===== src/rtl/nn_layer_sequencer_pkg.sv =====
// nn_parameters: layer sizes of the speech-recognition dense stack and the
// sequencer's shared types.
`default_nettype none

package nn_parameters;

  localparam int IN_SIZE_1  = 26;
  localparam int OUT_SIZE_1 = 64;
  localparam int IN_SIZE_2  = OUT_SIZE_1;
  localparam int IN_SIZE_3  = 32;
  localparam int NUM_DENSE  = 3;

  // Each layer runs one edge per input element plus one ReLU edge.
  localparam int LAYER_LEN [NUM_DENSE] = '{IN_SIZE_1 + 1, IN_SIZE_2 + 1, IN_SIZE_3 + 1};

  typedef enum logic [1:0] {
    IDLE  = 2'd0,
    CLEAR = 2'd1,
    RUN   = 2'd2,
    DONE  = 2'd3
  } nn_seq_state_t;

endpackage

`default_nettype wire


===== src/rtl/nn_layer_sequencer_step_counter.sv =====
// nn_step_counter: clearable step counter that flags the final step of a
// runtime-selected pass length.
`default_nettype none

module nn_step_counter #(
  parameter int CNT_W = 8
) (
  input  logic             clk,
  input  logic             rst,
  input  logic             clear_i,
  input  logic             en_i,
  input  logic [CNT_W-1:0] len_i,
  output logic             last_o
);

  logic [CNT_W-1:0] cnt_q;
  logic [CNT_W-1:0] cnt_d;

  always_comb begin
    cnt_d = cnt_q;
    if (clear_i) begin
      cnt_d = '0;
    end else if (en_i) begin
      cnt_d = cnt_q + CNT_W'(1);
    end
  end

  always_ff @(posedge clk) begin
    if (rst) begin
      cnt_q <= '0;
    end else begin
      cnt_q <= cnt_d;
    end
  end

  assign last_o = en_i && (cnt_q == (len_i - CNT_W'(1)));

endmodule

`default_nettype wire


===== src/rtl/nn_layer_sequencer.sv =====
// nn_layer_sequencer: releases the dense layers from reset one after another,
// timing each fixed-length pass, and hands the result over valid/ready.
`default_nettype none

module nn_layer_sequencer
  import nn_parameters::*;
#(
  parameter int NUM_LAYERS = 3,
  parameter int LEN_1      = LAYER_LEN[0],
  parameter int LEN_2      = LAYER_LEN[1],
  parameter int LEN_3      = LAYER_LEN[2],
  parameter int CNT_W      = 8
) (
  input  logic                  clk,
  input  logic                  rst,
  input  logic                  in_valid_i,
  output logic                  in_ready_o,
  output logic                  feat_load_o,
  output logic [NUM_LAYERS-1:0] layer_rst_o,
  output logic [1:0]            layer_idx_o,
  output logic                  busy_o,
  output logic                  out_valid_o,
  input  logic                  out_ready_i
);

  localparam logic [1:0] LAST_K = 2'(NUM_LAYERS - 1);

  nn_seq_state_t         state_q;
  logic [1:0]            k_q;
  logic [NUM_LAYERS-1:0] layer_rst_q;
  logic [NUM_LAYERS-1:0] layer_rst_d;
  logic [CNT_W-1:0]      len_sel;
  logic                  step_last;

  always_comb begin
    case (k_q)
      2'd0:    len_sel = CNT_W'(LEN_1);
      2'd1:    len_sel = CNT_W'(LEN_2);
      default: len_sel = CNT_W'(LEN_3);
    endcase
  end

  nn_step_counter #(
    .CNT_W (CNT_W)
  ) u_step_counter (
    .clk     (clk),
    .rst     (rst),
    .clear_i (state_q == CLEAR),
    .en_i    (state_q == RUN),
    .len_i   (len_sel),
    .last_o  (step_last)
  );

  // Finished layers stay released so their frozen outputs keep feeding the next one.
  always_comb begin
    layer_rst_d = '1;
    for (int j = 0; j < NUM_LAYERS; j++) begin
      case (state_q)
        RUN, DONE: layer_rst_d[j] = !(j <= int'(k_q));
        CLEAR:     layer_rst_d[j] = !(j < int'(k_q));
        default:   layer_rst_d[j] = 1'b1;
      endcase
    end
  end

  always_ff @(posedge clk) begin
    if (rst) begin
      state_q     <= IDLE;
      k_q         <= 2'd0;
      layer_rst_q <= '1;
    end else begin
      layer_rst_q <= layer_rst_d;
      case (state_q)
        IDLE: begin
          if (in_valid_i) begin
            k_q     <= 2'd0;
            state_q <= CLEAR;
          end
        end
        CLEAR: begin
          state_q <= RUN;
        end
        RUN: begin
          if (step_last) begin
            if (k_q == LAST_K) begin
              state_q <= DONE;
            end else begin
              k_q     <= k_q + 2'd1;
              state_q <= CLEAR;
            end
          end
        end
        default: begin
          if (out_ready_i) begin
            k_q     <= 2'd0;
            state_q <= IDLE;
          end
        end
      endcase
    end
  end

  assign in_ready_o  = (state_q == IDLE);
  assign feat_load_o = in_valid_i & in_ready_o;
  assign busy_o      = (state_q != IDLE);
  assign out_valid_o = (state_q == DONE);
  assign layer_idx_o = k_q;
  assign layer_rst_o = layer_rst_q;

endmodule

`default_nettype wire


===== config.mk =====
export PLATFORM = sky130hd
export DESIGN_NAME = nn_layer_sequencer
export DESIGN_NICKNAME = d
export VERILOG_FILES = /design/src/rtl/nn_layer_sequencer_pkg.sv /design/src/rtl/nn_layer_sequencer_step_counter.sv /design/src/rtl/nn_layer_sequencer.sv
export SDC_FILE = /design/constraint.sdc
export NUM_CORES = 1
export LEC_CHECK = 0
export CELL_PAD_IN_SITES_DETAIL_PLACEMENT = 0
export CELL_PAD_IN_SITES_GLOBAL_PLACEMENT = 1
export CORE_UTILIZATION = 39
export CTS_CLUSTER_SIZE = 14
export DETAILED_ROUTE_END_ITERATION = 10
export GPL_TIMING_DRIVEN = 0
export PLACE_DENSITY = 0.84
export SKIP_LAST_GASP = 1
export SLEW_MARGIN = 20
export SYNTH_ARGS = -nofsm -noshare
export SYNTH_HDL_FRONTEND = slang
export SYNTH_SLANG_ARGS = --single-unit
export TNS_END_PERCENT = 20

===== constraint.sdc =====
create_clock -name clk -period 2.1 [get_ports clk]
set_input_delay 0.42 -clock clk [delete_from_list [all_inputs] [get_ports clk]]
set_output_delay 0.42 -clock clk [all_outputs]
set_load 0.02 [all_outputs]

; Word level (Yosys, flattened, before mapping)
; Cells that the tools add are included.
; Widths: inputs -> output; s select.
[word_totals]
register_bits = 15
in_bits = 4
output_inout_bits = 9
elab_cells = 51
[classes]
add_sub_neg = 3
n_lt_le_gt_ge = 5
n_eq_ne = 9
n_mux = 13
bitwise = 2
reduce_logical = 15
[ops]
columns = cell, n
row1 = $mux 2, 7
row2 = $pmux 7 s2, 1
row3 = $pmux 2 s3, 2
row4 = $add 8x1->8 const B, 1
row5 = $eq 8x8->1, 1
row6 = $sub 7x1->8 const B, 1
row7 = $eq 2x2->1 const B, 3
row8 = $ne 2x2->1 const B, 3
row9 = $pmux 1 s2, 3
row10 = $logic_not 1->1, 5
row11 = $reduce_and 5->1, 1
row12 = $eq 2x1->1 const B, 2
row13 = $logic_not 2->1, 2
row14 = $lt 1x2->1 const A, 2
row15 = $reduce_bool 4->1, 1
row16 = $reduce_or 2->1, 2
row17 = $reduce_and 3->1, 1
row18 = $reduce_bool 3->1, 1
row19 = $add 2x1->2 const B, 1
row20 = $le 1x2->1 const A, 1
row21 = $le 2x2->1 const A, 1
row22 = $lt 2x2->1 const A, 1
row23 = $reduce_bool 2->1, 1
row24 = $and 1x1->1, 1
row25 = 2 further kinds, 2

; Longest topological paths before layout
; Gate-level depths: netlist of the first run.
[logic_depth]
word_depth = 7
depth_mapped = 7
mapped_depth_nobuf = 6

; Modules after synthesis
; A second synthesis of the first run with hierarchy kept.
[hier_totals]
hier_cells = 132
hier_area_um2 = 1109.8
[modules_own_cells]
columns = module, n_inst, cells_per_inst, area_each_um2, seq_area_each_um2
row1 = nn_step_counter, 1, 75, 599.3, 160.2
row2 = nn_layer_sequencer, 1, 57, 510.5, 140.1

; Least setup slack after synthesis of the first run
; Ideal clock, no wire load.
[synth_path]
path_kind = register to register
startpoint = reg k_q[1] (netlist: layer_idx_o[1])
endpoint = reg state_q[0]
setup_ns = 0.121
t_arrival_ns = 1.686
t_required_ns = 1.979
path_slack_ns = 0.294
stages_incl_launch_ff = 7
path_buffers = 0
synth_period_minus_slack_ns = 1.806
cell_sequence = dfxtp_1 > inv_1 > ha_1 > nor4_2 > o211ai_2 > o22ai_2 > mux2_2
[synth_between]
elab_chain_cells = 7
elab_cells_between_ends = 8
cone_classes = add/sub: 1 / eq/ne: 3 / mux: 1 / reduce/logical: 3
[synth_rtl]
columns = item, line_no
row1 = start: declaration, nn_layer_sequencer.sv:29  ; logic [1:0] k_q;
row2 = start signal: assignment, nn_layer_sequencer.sv:88  ; k_q <= k_q + 2'd1;
row3 = $eq 2x1->1 or $logic_not 2->1 (tied branches), nn_layer_sequencer.sv:36  ; case (k_q)
row4 = $pmux 7 s2 *, nn_layer_sequencer.sv:36
row5 = $sub 7x1->8 *, nn_layer_sequencer_step_counter.sv:36  ; assign last_o = en_i && (cnt_q == (len_i - CNT_W'(1)));
row6 = $eq 8x8->1 *, nn_layer_sequencer_step_counter.sv:36
row7 = $logic_and 1x1->1 *, nn_layer_sequencer_step_counter.sv:36
row8 = $ne 2x2->1 (no line) *, --
row9 = $reduce_and 3->1 (no line) *, --
row10 = end signal: assignment, nn_layer_sequencer.sv:68  ; state_q <= IDLE;
row11 = end signal: assignment, nn_layer_sequencer.sv:77  ; state_q <= CLEAR;
row12 = end signal: assignment, nn_layer_sequencer.sv:81  ; state_q <= RUN;
row13 = end: declaration, nn_layer_sequencer.sv:28  ; nn_seq_state_t state_q;
; Every way passes the cells marked *; elsewhere a longest branch is shown, timed or not.
; A chain may end at the register's enable or synchronous reset.

; Worst setup path in the final report of the first run
[layout_path]
startpoint = reg state_q[0]
endpoint = out in_ready_o
[layout_between]
elab_chain_cells = 1
[layout_rtl]
columns = item, line_no
row1 = $logic_not 2->1, nn_layer_sequencer.sv:103  ; assign in_ready_o = (state_q == IDLE);
row2 = end: declaration, nn_layer_sequencer.sv:17  ; output logic in_ready_o,
; Every way passes these cells.

==> summary.md, run 1 <==
| Metric | Value |
|---|---|
| Fin Setup TNS | `0 ps` |
| R2r startpoint | `layer_idx_o[1]$_SDFFE_PP0P_` |
| Cts bufs inserted | `3` |
| Leakage | `0.440 nW` |
| CTS H-tree lvls | `1` |
| Router iterations before antenna repair | `4` |
| TritonCTS clock tree | `yes` |
| CTS sink cnt | `15` |
| Synth top area share | `33.1%` |
| Final cell count without fillers | `147` |
| Peak supply drop | `550 µV` |
| Post-CTS Setup Bufs | `0` |
| Core outline area | `2210 µm²` |
| CP Data Arrival Time | `1610 ps` |
| YS warnings | `0` |
| Die Y | `50.3 µm` |
| Initial antenna violation count | `0` |
| Worst reg2reg endpoint | `state_q[1]$_SDFFE_PP0P_` |
| Starting Density | `41.1%` |
| Worst relative slew slack | `74.5%` |
| Sw Pwr | `0.000359 W` |
| Max Clk Rate | `492 MHz` |
| Hold Path Sink | `u_step_counter.cnt_q[7]$_SDFFE_PP0P_` |
| Register area share after synthesis | `33.1%` |
| Clk pwr share | `16.8%` |
| Clk pin slew, worst setup/hold paths | `80 ps` |
| Antenna Nets Post-Route | `0` |
| Die ar. | `2530 µm²` |
| PortBufs | `11` |
| XOR/XNOR share of the synthesized area | `6.75%` |
| Largest net degree at the start of global routing | `11` |
| WP data required | `1680 ps` |
| Commonest non-fill, non-tap cell in the layout | `dfxtp_1` |
| Mux cell area share after synthesis | `4.82%` |
| DIE WIDTH | `50.3 µm` |
| Minimum clock period after layout | `2030 ps` |
| # IOs | `13` |
| Distinct cells, synth | `29` |
| Share of layout cells above drive strength 1 | `10.9%` |
| Routed vias/inst | `5.33` |
| CP cell instances | `inv_1 > ha_2 > clkdlybuf4s50_1` |
| Final Max Slew Viols | `0` |
| Critical Path Slowest Stage Cell | `clkdlybuf4s50_1` |
| Hold Startpoint | `u_step_counter.cnt_q[7]$_SDFFE_PP0P_` |
| Later-pin clock latency in the skew report | `280 ps` |
| Final Util | `49.0%` |
| Setup Crit Path Kind | `reg2out` |
| Rows | `17` |
| Total GRT Usage | `16.9%` |
| Drt initial violations | `14` |
| Main area contributors after synthesis | `dfxtp_1 (33%), ha_1 (15%), nor2_1 (5.4%), nand4_1 (4.1%), a21oi_1 (3.9%)` |
| Internal | `0.000599 W` |
| Bufs and invs on worst path | `2` |
| HP Class | `reg2reg` |
| Final count of negative-setup-slack endpoints | `0` |
| DP Area | `1050 µm²` |
| MaxCap Viol Count | `0` |
| Post-synthesis cell count | `104` |
| Largest family of logic cells by synthesized area | `simple AND/OR/NAND/NOR gates` |
| Synth Area in Compound Gates | `12.4%` |
| N_diodes | `0` |
| Simple-Gate Fraction of Synth Area | `23.8%` |
| Clock Tree Buf Depth | `2` |
| Final Hold Viols | `0` |
| Routability cong. | `0.733` |
| Crit path launch type | `flop` |
| Slew @ Worst Pin | `383 ps` |
| Global-route wire length before repair | `3.23 mm` |
| Overflow after GRT | `0` |
| Nets | `135` |
| DP Wirelength | `1.37 mm` |
| Synth area leader | `dfxtp_1` |
| Total power per unit cell area | `885 nW/µm²` |
| Hold-critical path depth | `2` |
| Vias in the first global route | `732` |
| Unrepaired setup endpoints after global routing | `true` |
| Critical Path Max Stage Delay | `620 ps` |
| Area delta synth->final | `19.3%` |
| Placed cells | `143` |
| Most frequent cells in the layout | `dfxtp_1 (15), nor2_1 (13), ha_1 (10)` |
| Synthesized Nets | `119` |
| Fin crit share | `96.7%` |
| Combinational share of power | `47.4%` |
| R2r setup slk | `200 ps` |
| Synth Area in Adders | `15.2%` |
| Mapped Area | `908 µm²` |
| Finished Cell Area | `1080 µm²` |
| Clock skew | `2.31 ps` |
| Largest fanout on the critical path | `8` |
| Sequential share of power | `35.8%` |
| Sw Share | `37.5%` |
| Root buf cell | `clkbuf_4` |
| Avg Inst Size Synth | `8.73 µm²` |
| Outcome | `finished clean` |
| Total Wirelength | `1.80 mm` |
| Flops & latches, synth | `15` |
| CTS Hold Buffers Added | `0` |
| Wire per inst | `12.3 µm` |
| CP endpoint kind | `primary output` |
| Worst-case reg-to-reg path depth | `6` |
| DRC | `0` |
| Vias | `784` |
| Family with the most delay on the worst path | `buffers and inverters` |
## layer usage
| layer | vias to the layer above | part of all wire, % | track usage, % |
|---|---|---|---|
| li1 | 398 | - | - |
| met4 | 0 | 0.50 | 3.81 |
| met5 | - | 0 | 0 |
| met3 | 2 | 3.6 | 5.76 |
| met2 | 12 | 46 | 26.4 |
| met1 | 372 | 49 | 22.2 |
## registers in the layout (all words and copies together) (netlist names)
| signal | cells |
|---|---|
| layer_idx_o | 2 |
| layer_rst_o | 3 |
| u_step_counter.cnt_q | 8 |
| state_q | 2 |
## Yosys cell counts
library cell / number
or3_1: 3
dfxtp_1: 15
o311ai_0: 1
nand2_1: 5
o211ai_2: 1
and2_1: 1
xor2_1: 4
or2b_1: 1
a211o_1: 1
or2_2: 1
xnor2_1: 3
nand2b_1: 1
nand4_1: 6
nor4_2: 1
nor3_1: 4
mux2_2: 3
buf_2: 2
and4_1: 2
ha_1: 11
o211a_1: 1
mux2i_1: 1
nor2_1: 13
inv_1: 5
and3_1: 1
o22ai_2: 1
o21ai_0: 5
a21oi_1: 7
nand3_1: 2
clkbuf_1: 2
## worst reg2reg max path: cells and delay by family, from the launching register on
| kind | cells | cell delay, ps |
|---|---|---|
| fa+ha+maj | 1 | 250 |
| mux | 1 | 360 |
| compound gates | 2 | 350 |
| flops | 1 | 450 |
| buf+inv | 1 | 150 |
| simple gates | 1 | 230 |
## power groups by stage
stage / registers (W) / logic (W) / clock network (W)
after floorplan: 0.000370 / 0.000290 / 0
after global placement: 0.000348 / 0.000449 / 0
after detailed placement: 0.000350 / 0.000458 / 0
after CTS: 0.000343 / 0.000460 / 0.000168
after global routing: 0.000348 / 0.000506 / 0.000183
final: 0.000343 / 0.000455 / 0.000161
## layout make-up
type,count,area [µm²]
Inverter,5,18.8
Sequential cell,15,300
Buffer,4,17.5
Multi-Input combinational cell,80,574
Clock buffer,4,26.3
Tap cell,28,35.0
Fill cell,233,1130
Timing Repair Buffer,11,111
## worst max-delay path by stage
stage                                          to  slack [ps]  cells after the start                         from
after CTS                                  busy_o          10                      4      state_q[0]$_SDFFE_PP0P_
final                                  in_ready_o          70                      3      state_q[0]$_SDFFE_PP0P_
after floorplan           state_q[0]$_SDFFE_PP0P_         290                      6  layer_idx_o[1]$_SDFFE_PP0P_
after global placement                feat_load_o          60                      3                   in_valid_i
after detailed placement              feat_load_o          40                      3                   in_valid_i
after global routing                   in_ready_o         -40                      3      state_q[0]$_SDFFE_PP0P_
## timing repair
item                                    CTS  global route
gates cloned                              0             0
hold endpoints to repair                  0             0
resized for setup                         2             1
endpoints found under the setup margin    3             2
## logic make-up (layout without fill, tap and decap cells)
| family | Yosys count | count (layout) |
|---|---|---|
| compound gates | 17 | 17 |
| flops | 15 | 15 |
| fa+ha+maj | 11 | 11 |
| simple gates | 41 | 41 |
| xor+xnor | 7 | 7 |
| buf+inv | 9 | 24 |
| mux | 4 | 4 |
## metrics by stage
| stage | total power, W | hold slack, ps | setup WS [ps] |
|---|---|---|---|
| after floorplan | 0.000660 | 459 | 294 |
| after global placement | 0.000796 | 483 | 58.7 |
| after detailed placement | 0.000808 | 493 | 40.4 |
| after CTS | 0.000971 | 499 | 14.2 |
| after global routing | 0.00104 | 514 | -35.6 |
| final | 0.000959 | 505 | 68.9 |
Power figures use the tool's default switching activity.
==> inputs of run 2 (changes only) <==
- GPL_ROUTABILITY_DRIVEN: not set -> 1
==> results of run 2 <==
Final layout, timing and power as in run 1 (identical DEF).
